## config.mk

```make
export PLATFORM = sky130hd
export DESIGN_NAME = hex_display_scan_driver
export DESIGN_NICKNAME = d
export VERILOG_FILES = /design/src/rtl/hex_display_scan_driver.sv
export SDC_FILE = /design/constraint.sdc
export NUM_CORES = 1
export LEC_CHECK = 0
export BUFFER_PORTS_ARGS = -buffer_cell sky130_fd_sc_hd__clkbuf_2
export CORE_AREA = 2 2 77 61
export CTS_BUF_LIST = sky130_fd_sc_hd__clkbuf_2 sky130_fd_sc_hd__clkbuf_4 sky130_fd_sc_hd__clkbuf_8
export CTS_CLUSTER_SIZE = 30
export DETAILED_ROUTE_END_ITERATION = 8
export DIE_AREA = 0 0 79 63
export GPL_TIMING_DRIVEN = 1
export HOLD_SLACK_MARGIN = 0.15
export PLACE_DENSITY = 0.85
export SYNTH_ARGS = -nofsm -noshare
export SYNTH_HDL_FRONTEND = slang
export SYNTH_SLANG_ARGS = --single-unit
```

## constraint.sdc

```tcl
create_clock -name clk -period 5.37 [get_ports clk]
set_clock_uncertainty 0.05 [all_clocks]
set_input_delay 1.074 -clock clk [delete_from_list [all_inputs] [get_ports clk]]
set_output_delay 1.074 -clock clk [all_outputs]
set_load 0.03 [all_outputs]
```

## src/rtl/hex_display_scan_driver.sv

```systemverilog
// Time-multiplexed 7-segment scan driver: shadowed hex word, per-digit blank/dp,
// leading-zero suppression and anode dead time; all pins driven straight from flops.
module hex_display_scan_driver #(
  parameter int NUM_DIGITS  = 4,
  parameter int SLOT_CYCLES = 50000,
  parameter int DEAD_CYCLES = 2,
  parameter int SEG_ACT_LOW = 1,
  parameter int AN_ACT_LOW  = 1
) (
  input  logic                    clk,
  input  logic                    rst_n,
  input  logic [4*NUM_DIGITS-1:0] value,
  input  logic                    load,
  input  logic [NUM_DIGITS-1:0]   dp_in,
  input  logic [NUM_DIGITS-1:0]   blank_in,
  input  logic                    lzb_en,
  output logic [6:0]              seg,
  output logic                    dp,
  output logic [NUM_DIGITS-1:0]   an,
  output logic                    frame_tick
);

  localparam int CW = (SLOT_CYCLES > 1) ? $clog2(SLOT_CYCLES) : 1;
  localparam int IW = (NUM_DIGITS > 1) ? $clog2(NUM_DIGITS) : 1;
  localparam logic [CW-1:0] SLOT_LAST = CW'(SLOT_CYCLES - 1);
  localparam logic [IW-1:0] IDX_LAST  = IW'(NUM_DIGITS - 1);
  localparam logic [31:0]   DEAD_U    = 32'(DEAD_CYCLES);
  localparam logic          SEG_INV   = (SEG_ACT_LOW != 0);
  localparam logic          AN_INV    = (AN_ACT_LOW != 0);

  logic [CW-1:0]           slot_cnt_q, slot_cnt_d;
  logic [IW-1:0]           idx_q, idx_d;
  logic [4*NUM_DIGITS-1:0] value_sh_q, value_sh_d;
  logic [NUM_DIGITS-1:0]   dp_sh_q, dp_sh_d;
  logic [NUM_DIGITS-1:0]   blank_sh_q, blank_sh_d;
  logic [6:0]              seg_q, seg_d;
  logic                    dp_q, dp_d;
  logic [NUM_DIGITS-1:0]   an_q, an_d;
  logic                    frame_tick_q, frame_tick_d;

  logic                    slot_end;
  logic                    in_dead;
  logic                    lz_run;
  logic [NUM_DIGITS-1:0]   lz_zero;
  logic [3:0]              cur_nib;
  logic                    cur_dp;
  logic                    cur_dark;
  logic [6:0]              seg_log;
  logic                    dp_log;
  logic [NUM_DIGITS-1:0]   an_log;

  function automatic logic [6:0] hex_to_seg(input logic [3:0] h);
    logic [6:0] s;
    case (h)
      4'h0: s = 7'h7E;
      4'h1: s = 7'h30;
      4'h2: s = 7'h6D;
      4'h3: s = 7'h79;
      4'h4: s = 7'h33;
      4'h5: s = 7'h5B;
      4'h6: s = 7'h5F;
      4'h7: s = 7'h70;
      4'h8: s = 7'h7F;
      4'h9: s = 7'h7B;
      4'hA: s = 7'h77;
      4'hB: s = 7'h1F;
      4'hC: s = 7'h4E;
      4'hD: s = 7'h3D;
      4'hE: s = 7'h4F;
      default: s = 7'h47;
    endcase
    return s;
  endfunction

  always_comb begin
    slot_end   = (slot_cnt_q == SLOT_LAST);
    slot_cnt_d = slot_cnt_q + 1'b1;
    idx_d      = idx_q;
    if (slot_end) begin
      slot_cnt_d = '0;
      idx_d      = (idx_q == IDX_LAST) ? '0 : idx_q + 1'b1;
    end
  end

  always_comb begin
    value_sh_d = load ? value    : value_sh_q;
    dp_sh_d    = load ? dp_in    : dp_sh_q;
    blank_sh_d = load ? blank_in : blank_sh_q;
  end

  // lz_zero[i]: shadow digits i..NUM_DIGITS-1 are all zero
  always_comb begin
    lz_zero = '0;
    lz_run  = 1'b1;
    for (int i = NUM_DIGITS - 1; i >= 0; i--) begin
      lz_run     = lz_run & (value_sh_q[4*i +: 4] == 4'h0);
      lz_zero[i] = lz_run;
    end
  end

  always_comb begin
    cur_nib  = '0;
    cur_dp   = 1'b0;
    cur_dark = 1'b0;
    for (int i = 0; i < NUM_DIGITS; i++) begin
      if (idx_q == IW'(i)) begin
        cur_nib  = value_sh_q[4*i +: 4];
        cur_dp   = dp_sh_q[i];
        cur_dark = blank_sh_q[i] | (lzb_en & (i > 0) & lz_zero[i]);
      end
    end
  end

  // Logical (active-high) view first; pin polarity is folded in just before the flops.
  always_comb begin
    in_dead      = (32'(slot_cnt_q) < DEAD_U);
    seg_log      = (in_dead | cur_dark) ? 7'h00 : hex_to_seg(cur_nib);
    dp_log       = ~(in_dead | cur_dark) & cur_dp;
    an_log       = in_dead ? '0 : (NUM_DIGITS'(1) << idx_q);
    seg_d        = seg_log ^ {7{SEG_INV}};
    dp_d         = dp_log ^ SEG_INV;
    an_d         = an_log ^ {NUM_DIGITS{AN_INV}};
    frame_tick_d = slot_end & (idx_q == IDX_LAST);
  end

  always_ff @(posedge clk) begin
    if (!rst_n) begin
      slot_cnt_q   <= '0;
      idx_q        <= '0;
      value_sh_q   <= '0;
      dp_sh_q      <= '0;
      blank_sh_q   <= '0;
      seg_q        <= {7{SEG_INV}};
      dp_q         <= SEG_INV;
      an_q         <= {NUM_DIGITS{AN_INV}};
      frame_tick_q <= 1'b0;
    end else begin
      slot_cnt_q   <= slot_cnt_d;
      idx_q        <= idx_d;
      value_sh_q   <= value_sh_d;
      dp_sh_q      <= dp_sh_d;
      blank_sh_q   <= blank_sh_d;
      seg_q        <= seg_d;
      dp_q         <= dp_d;
      an_q         <= an_d;
      frame_tick_q <= frame_tick_d;
    end
  end

  assign seg        = seg_q;
  assign dp         = dp_q;
  assign an         = an_q;
  assign frame_tick = frame_tick_q;

endmodule

```

==> results.sh <==
export IMPL_grt_overflow=0
export IMPL_worstSetupPathType="reg2reg"
export IMPL_path_clk_slew_ns=0.09
export IMPL_relSlewSlack=0.218
export IMPL_grt_use_total=0.217
export IMPL_synth_top_area_frac=0.428
export IMPL_p_per_area_mw_per_mm2=266
export IMPL_syn_nets=314
export IMPL_p_seq_frac=0.566
export IMPL_min_from="slot_cnt_q[0]"
export IMPL_floorplan_die_area_mm2=0.00498
export IMPL_rows=21
export IMPL_tns_ns=0
export IMPL_ys_seq_elements=55
export IMPL_max_slew_worst_pin_slew_ns=1.17
export IMPL_clockPowerShare=0.321
export IMPL_dieWidth_um=79
export IMPL_drtIter0Drc=84
export IMPL_crit_arrival_ns=2.87
export IMPL_drv_slew=0
export IMPL_post_drt_wl_per_cell_um=13.8
export IMPL_core_area_mm2=0.00426
export IMPL_synthCells=275
export IMPL_drive_above_1_share=0.171
export IMPL_power_switching_share=0.239
export IMPL_grt_max_degree=32
export IMPL_clock_path_buffers=2
export IMPL_hold_depth=1
export IMPL_setup_viol=0
export IMPL_r2r_cells=6
export IMPL_ys_types=43
export IMPL_grt_pass1_wl_mm=8.62
export IMPL_fin_util=0.680
export IMPL_nets=348
export IMPL_p_int_uw=587
export IMPL_status="finished, final reports clean"
export IMPL_die_height_um=63
export IMPL_synth_most_common_cell="dfxtp_1"
export IMPL_cp_end_kind="flop"
export IMPL_initial_core_util=0.604
export IMPL_worstReg2RegStart="idx_q[0]"
export IMPL_r2r_end="seg[6]"
export IMPL_ctsResizeCount=0
export IMPL_period_minus_slack_ns=2.73
export IMPL_wirelength_mm=5.08
export IMPL_ys_seq_area_frac=0.428
export IMPL_period_share=0.508
export IMPL_min_to="slot_cnt_q[0]"
export IMPL_dp_hpwl_mm=3.73
export IMPL_insertion_delay_ns=0.30
export IMPL_start_kind="flop"
export IMPL_pin_count=41
export IMPL_switching_power_uw=184
export IMPL_clockRootBuffer="clkbuf_8"
export IMPL_vias_per_cell=5.48
export IMPL_yosysTopAreaCell="dfxtp_1"
export IMPL_antenna_found_initial=0
export IMPL_synth_area_per_cell_um2=9.35
export IMPL_ant_nets=0
export IMPL_netlist_area_mm2=0.00257
export IMPL_total_power_uw=771
export IMPL_combinationalPowerShare=0.113
export IMPL_gp_routability_congestion=0.854
export IMPL_nFillCells=350
export IMPL_synthTopCellsByArea="dfxtp_1 43%, mux2i_1 10%, nor2b_1 6.1%"
export IMPL_synth_commonest_cells="55 x dfxtp_1, 26 x mux2i_1, 25 x nor2b_1, 24 x nand2_1, 17 x nor2_1"
export IMPL_num_vias=2010
export IMPL_clock_sinks=55
export IMPL_cap_violations=0
export IMPL_crit_path_max_fanout=20
export IMPL_cts_setup_buffers=0
export IMPL_hold_path_class="reg2reg"
export IMPL_cts_buffers=5
export IMPL_cts_htree_levels=2
export IMPL_max_vdd_ir_drop_mv=0.165
export IMPL_hold_buffers=0
export IMPL_dpl_worst_slack_ns=2.65
export IMPL_cts_tree="yes"
export IMPL_portBuffers=40
export IMPL_setup_ws_ns=2.64
export IMPL_synth_edf_count=0
export IMPL_n_antenna_cell=0
export IMPL_yosys_warnings=0
export IMPL_grt_pass1_vias=1874
export IMPL_synthFlopType="dfxtp_1"
export IMPL_hold_violations=0
export IMPL_post_route_drc_count=0
export IMPL_max_freq_mhz=367
export IMPL_area_growth_pct=12.5
export IMPL_required_ns=5.51
export IMPL_power_leakage_uw=0.00124
export IMPL_reg2reg_slack_ns=2.64
export IMPL_synthArstFlopShare=0
export IMPL_rsz0062_at_grt="no"
export IMPL_dr_pass1_iters=4
-- worst max-delay path: stages (launching register included) --
cell and delay [ns]:
dfxtp_1 0.41, ha_1 0.58, a211oi_1 0.10, a221oi_1 0.99, nand2b_1 0.26, and3b_1 0.16
o21ai_0 0.06
-- final cells by class --
class                      instances  area (um2)  share of cell area
sequential                        55        1100               0.380
inverter                           9        33.8              0.0117
timing repair buffer              40         200              0.0692
tap                               57        71.3              0.0246
multi-input combinational        198        1380               0.478
clock buffer                       8         104              0.0359
-- through the flow --
step / hold slack (ns) / std cells / cell area [um2]
floorplan: 0.363 / 275 / 2570
global placement: 0.377 / 359 / 2790
detailed placement: 0.394 / 359 / 2790
CTS: 0.414 / 367 / 2890
global route: 0.424 / 367 / 2890
finish: 0.416 / 367 / 2890
-- sequential cells by signal, summed over array words and instances (netlist names) --
name / flops
slot_cnt_q: 16
value_sh_q: 16
seg: 7
an: 4
blank_sh_q: 4
dp_sh_q: 4
idx_q: 2
dp: 1
frame_tick: 1
-- placed cells by master (no fill, tap or decap), drive strengths merged --
| cell | synthesis | layout |
|---|---|---|
| o211ai | 2 | 2 |
| a21oi | 4 | 4 |
| xnor2 | 3 | 3 |
| and3b | 1 | 1 |
| nor3 | 2 | 2 |
| o21ai | 6 | 6 |
| o211a | 1 | 1 |
| nor2 | 17 | 17 |
| inv | 9 | 9 |
| o21a | 1 | 1 |
| dfxtp | 55 | 55 |
| nand2 | 24 | 24 |
| o41ai | 1 | 1 |
| nor2b | 25 | 25 |
| nor3b | 5 | 5 |
| and4 | 2 | 2 |
| or2 | 1 | 1 |
| a221oi | 2 | 2 |
| and3 | 7 | 7 |
| ha | 11 | 11 |
| and2 | 4 | 4 |
| or4 | 1 | 1 |
| nor4 | 5 | 5 |
| o22ai | 1 | 1 |
| nand2b | 2 | 2 |
| xor2 | 10 | 10 |
| nand3 | 9 | 9 |
| a211oi | 6 | 6 |
| or3 | 2 | 2 |
| a221o | 3 | 3 |
| a21o | 1 | 1 |
| o221ai | 1 | 1 |
| nand3b | 5 | 5 |
| a21boi | 3 | 3 |
| clkbuf | 10 | 48 |
| nand4 | 3 | 3 |
| mux2i | 26 | 26 |
| a31oi | 1 | 1 |
-- routing by layer --
layer	wire, um	global-route usage	vias up
met3	247	0.0477	5
met4	55	0.0776	0
met5	0	0	-
met2	2150	0.318	49
li1	-	-	1020
met1	2630	0.314	936
-- logic make-up after synthesis --
group,count (synthesis),synth area share
buf+inv,22,0.0340
flops,55,0.428
mux,26,0.101
simple gates,115,0.248
xor+xnor,13,0.0443
compound gates,33,0.0914
fa+ha+maj,11,0.0535
-- power groups by stage --
stage | logic, uW | registers (uW) | clock network [uW]
after floorplan | 53.4 | 451 | 0
after global placement | 84.2 | 445 | 0
after detailed placement | 86.8 | 445 | 0
after CTS | 87.0 | 436 | 253
after global routing | 96.6 | 439 | 271
final | 86.8 | 436 | 248
-- how the worst max path moves through the flow --
stage	start	cells after the start	to	slack, ns
after detailed placement	idx_q[0]	6	seg[6]	2.65
after global placement	idx_q[0]	6	seg[6]	2.85
final	idx_q[0]	6	seg[6]	2.64
after global routing	idx_q[0]	6	seg[6]	2.35
after floorplan	load	4	blank_sh_q[0]	3.12
after CTS	idx_q[0]	6	seg[6]	2.63
(Power assumes the default switching activity.)
